`src/rtl/regfile_mp.sv`:
```
// Multi-read-port register file with write-back bypass and per-register busy scoreboard.
// Reads are registered (latency 1); busyVec is the live scoreboard state.
module regfile_mp #(
    parameter int D_WIDTH   = 32,
    parameter int NUM_REGS  = 32,
    parameter int A_WIDTH   = 5,
    parameter int NUM_RD    = 2,
    parameter int BYPASS    = 1,
    parameter int ZERO_REG0 = 1
) (
    input  logic                        clk,
    input  logic                        rst_n,
    input  logic                        regLd,
    input  logic [NUM_RD*A_WIDTH-1:0]   rs,
    input  logic                        regStr,
    input  logic [A_WIDTH-1:0]          rd,
    input  logic [D_WIDTH-1:0]          WBDat,
    input  logic                        rsvEn,
    input  logic [A_WIDTH-1:0]          rsvAddr,
    output logic [NUM_RD*D_WIDTH-1:0]   rsOut,
    output logic [NUM_RD-1:0]           rsBusy,
    output logic                        outputValid,
    output logic [NUM_REGS-1:0]         busyVec
);

    logic [D_WIDTH-1:0]        regs_q [NUM_REGS];
    logic [NUM_REGS-1:0]       busy_q;
    logic [NUM_REGS-1:0]       busy_nxt;
    logic                      wr_ok;
    logic                      rsv_ok;
    logic [NUM_RD*D_WIDTH-1:0] rd_data;
    logic [NUM_RD-1:0]         rd_busy;

    // An address is usable if it exists and is not the hardwired zero register.
    function automatic logic addr_ok(input logic [A_WIDTH-1:0] a);
        return (int'(a) < NUM_REGS) && !((ZERO_REG0 != 0) && (a == '0));
    endfunction

    // Reservation is applied after the clear so a same-edge set wins.
    always_comb begin
        wr_ok    = regStr && addr_ok(rd);
        rsv_ok   = rsvEn && addr_ok(rsvAddr);
        busy_nxt = busy_q;
        for (int n = 0; n < NUM_REGS; n++) begin
            if (wr_ok && (int'(rd) == n))
                busy_nxt[n] = 1'b0;
            if (rsv_ok && (int'(rsvAddr) == n))
                busy_nxt[n] = 1'b1;
        end
    end

    always_comb begin
        rd_data = '0;
        rd_busy = '0;
        for (int k = 0; k < NUM_RD; k++) begin
            for (int n = 0; n < NUM_REGS; n++) begin
                if (int'(rs[k*A_WIDTH +: A_WIDTH]) == n) begin
                    rd_data[k*D_WIDTH +: D_WIDTH] = regs_q[n];
                    rd_busy[k]                    = busy_nxt[n];
                end
            end
            if (!addr_ok(rs[k*A_WIDTH +: A_WIDTH])) begin
                rd_data[k*D_WIDTH +: D_WIDTH] = '0;
                rd_busy[k]                    = 1'b0;
            end else if ((BYPASS != 0) && wr_ok && (rd == rs[k*A_WIDTH +: A_WIDTH])) begin
                rd_data[k*D_WIDTH +: D_WIDTH] = WBDat;
            end
        end
    end

    always_ff @(posedge clk or negedge rst_n) begin
        if (!rst_n) begin
            for (int n = 0; n < NUM_REGS; n++)
                regs_q[n] <= '0;
            busy_q      <= '0;
            rsOut       <= '0;
            rsBusy      <= '0;
            outputValid <= 1'b0;
        end else begin
            for (int n = 0; n < NUM_REGS; n++) begin
                if (wr_ok && (int'(rd) == n))
                    regs_q[n] <= WBDat;
            end
            busy_q      <= busy_nxt;
            outputValid <= regLd;
            if (regLd) begin
                rsOut  <= rd_data;
                rsBusy <= rd_busy;
            end
        end
    end

    assign busyVec = busy_q;

endmodule

```
`config.mk`:
```
export PLATFORM = sky130hd
export DESIGN_NAME = regfile_mp
export DESIGN_NICKNAME = d
export VERILOG_FILES = /design/src/rtl/regfile_mp.sv
export SDC_FILE = /design/constraint.sdc
export NUM_CORES = 2
export LEC_CHECK = 0
export ABC_AREA = 1
export ABC_CLOCK_PERIOD_IN_PS = 4600
export BUFFER_PORTS_ARGS = -buffer_cell sky130_fd_sc_hd__buf_2
export CAP_MARGIN = 30
export CORE_MARGIN = 3
export CORE_UTILIZATION = 45
export CTS_CLUSTER_DIAMETER = 100
export DETAILED_ROUTE_END_ITERATION = 12
export SYNTH_ARGS = -nofsm -noshare
export SYNTH_HDL_FRONTEND = slang
export SYNTH_SLANG_ARGS = --single-unit
export TNS_END_PERCENT = 1
```
`constraint.sdc`:
```
create_clock -name clk -period 4.6 [get_ports clk]
set_input_delay 0.23 -clock clk [delete_from_list [all_inputs] [get_ports clk]]
set_output_delay 0.23 -clock clk [all_outputs]
set_load 0.1 [all_outputs]
```
==> flow_summary.yaml <==
cells_and_area:
  num-fill-cells: 12500
  final_common_cell: "nand2_1"
  layout_common_cells: "nand2_1, o21ai_0, dfrtp_1"
  finalInstanceArea_mm2: 0.0661
  fin_util_pct: 51.7
  stdcell_count: 10000
  fin_nets: 8243
  drive_gt1_share_pct: 8.95
  area_delta_synth_final_pct: 13.6
sta:
  period_share_pct: 81.5
  min_period_ns: 3.75
  grt_setup_unrepaired: "false"
  tns_ns: 0
  finalSetupViolCount: 0
  slew_headroom_pct: 26.8
  worst_pin_slew_ns: 1.10
  layout_setup_ws_ns: 0.850
  finalHoldViolCount: 0
  finClkSkew_ns: 0.0324
  drv_slew: 0
  fmax_mhz: 267
detailed_routing:
  vias_per_cell: 5.82
  first_pass_iters: 7
  route.detailed.drc: 0
  wl_per_cell_um: 26.4
  first_iter_violations: 9252
  vias: 58400
  postRouteAntennaNets: 0
  drt_wl_total_um: 265000
global_route:
  grt_pass1_wl_um: 381000
  grt_max_degree: 123
  grt_pass1_vias: 54500
  antenna_found_initial: 17
  track_usage_pct: 38.8
  overflow: 0
clock_tree:
  root_buffer: "clkbuf_16"
  cts_max_level: 4
  clock_path_buffers: 3
  clock_sinks: 1123
  cts_resized: 0
  cts_made_buffers: 134
  clk_pin_slew_ns: 0.06
  clock_latency_ns: 0.79
  cts_tree: "done"
setup_path:
  criticalPathCategory: "reg2reg"
  critPathRequiredTime_ns: 5.27
  crit_arrival_ns: 4.42
  worstSetupStartpointType: "register"
  cp_max_fo: 2
  end_kind: "register"
place:
  dp_cells: 9742
  io_buffers: 155
  dp_slack_ns: 0.646
  place_congestion: 1.01
  dp_hpwl_um: 183000
  placed_area_mm2: 0.0613
synth:
  syn-cell-area_mm2: 0.0582
  synth_seq_cells: 1123
  yosysWarnings: 0
  syn_nets: 8226
  synthCells: 8169
  synth_seq_area_share_pct: 48.3
  avgSynthCellArea_um2: 7.13
  synth_cell_type_count: 45
power:
  power.leakage_uw: 0.0310
  powerDensity_mw_per_mm2: 462
  combPwrFrac_pct: 19.2
  internal_power_uw: 19900
  p_switching_uw: 10700
  seqPwrFrac_pct: 44.7
  ir_drop_uv: 352
  clkPwrFrac_pct: 36.1
  p_sw_share_pct: 34.9
worst_hold_path:
  hold_class: "in2reg"
job:
  cap_violations: 0
die:
  initial_utilization_pct: 45.5
  rows: 131
  die_area_mm2: 0.134
  pin_count: 156
  die_w_um: 366
  core-area_mm2: 0.128
  die_y_um: 366
status:
  status: "finished clean"
## worst paths after layout
path | slack (ns) | cells after the start | endpoint | start
max | 0.85 | 21 | rsOut[41]$_DFFE_PN0P_ | regs_q[969]$_DFFE_PN0P_
min | 0.05 | 4 | busyVec[3]$_DFF_PN0_ | regStr
max reg2reg | 0.85 | 21 | rsOut[41]$_DFFE_PN0P_ | regs_q[969]$_DFFE_PN0P_
min reg2reg | 0.38 | 0 | regs_q[996]$_DFFE_PN0P_ | regs_q[996]$_DFFE_PN0P_
max in group asynchronous | 3.08 | 3 | regs_q[610]$_DFFE_PN0P_ | rst_n
min in group asynchronous | 0.18 | 2 | rsOut[10]$_DFFE_PN0P_ | rst_n
## flip-flops by register name, summed over array words and instances, names as in the netlist
name and cells:
busyVec 32, rsBusy 2, rsOut 64, regs_q 1024
outputValid 1
## final cells by class
| type | count | area, um2 | area share, % |
|---|---|---|---|
| multi-input combinational | 5649 | 24900 | 37.7 |
| timing repair buffer | 431 | 3240 | 4.89 |
| tap | 1729 | 2160 | 3.27 |
| clock inverter | 39 | 472 | 0.713 |
| sequential | 1123 | 28100 | 42.5 |
| antenna | 8 | 20.0 | 0.0303 |
| clock buffer | 200 | 4020 | 6.08 |
| inverter | 847 | 3190 | 4.82 |
## cells in the mapped netlist, drive strengths merged
cell     count  share of area [%]
a22o         1              0.015
a32o         4              0.069
nor3        17               0.15
nor2       669                4.6
inv        841                5.4
nand3      121                1.1
o21a        23               0.30
buf         72               0.68
or2         14               0.15
o22ai       12               0.13
clkinv       6              0.039
dfrtp     1123                 48
nand3b       4              0.052
xnor2        4              0.060
and2         1              0.011
a22oi        1              0.013
a21oi      106               0.91
clkbuf     478                3.1
a32oi        1              0.015
o21bai       1              0.013
a21boi       2              0.026
xor2         6              0.090
o21ai     1276                 11
nand4      407                4.4
o211ai      21               0.27
nand2     2953                 19
o2111ai      5              0.075
## cells by family (layout without fill, tap and decap cells)
group | count (synthesis) | after routing | share of synthesized area, %
other | 0 | 8 | 0
XOR/XNOR | 10 | 10 | 0.150
AO/OA/AOI/OAI | 1453 | 1453 | 12.8
AND/OR/NAND/NOR | 4186 | 4186 | 29.5
flip-flops | 1123 | 1123 | 48.3
buffers and inverters | 1397 | 1517 | 9.24
## power by group through the flow
stage	clock network, uW	registers, uW	logic, uW
finish	11000	13700	5880
global route	11500	13900	6440
CTS	11100	13600	5810
detailed placement	0	13700	5760
global placement	0	13700	5640
floorplan	0	14400	2720
## stage by stage
step / power [uW] / hold WS, ns
detailed placement: 19500 / 0.366
global route: 31800 / 0.0519
floorplan: 17100 / -0.0656
finish: 30600 / 0.0542
global placement: 19300 / 0.367
CTS: 30400 / 0.00736
## worst max-delay path, stage by stage (launching register included)
cell	delay, ns
dfrtp_1	0.38
inv_1	0.25
o21ai_0	0.45
nor2_1	0.25
nand4_1	0.10
a21oi_1	0.14
nand4_1	0.17
nor2_1	0.13
nand4_1	0.08
nor2_1	0.15
nand4_1	0.12
nor2_1	0.13
nand4_1	0.11
nor2_1	0.16
nand4_1	0.28
nor2_1	0.19
nand4_1	0.11
buf_4	0.20
nand2_1	0.06
nand2_1	0.04
nand2_1	0.05
nand2_1	0.04
## what timing repair did
item | CTS | global route
hold buffers | 36 | 0
buffers inserted | 0 | 0
endpoints found under the hold margin | 375 | 0
## layer usage
layer / vias up / part of all wire (%) / track usage (%)
met1: 27900 / 39 / 52.8
met5: - / 0.079 / 0
met4: 10 / 4.8 / 17.2
met3: 667 / 14 / 13.9
met2: 3922 / 41 / 55.4
li1: 25900 / - / -
(Power assumes the default switching activity.)
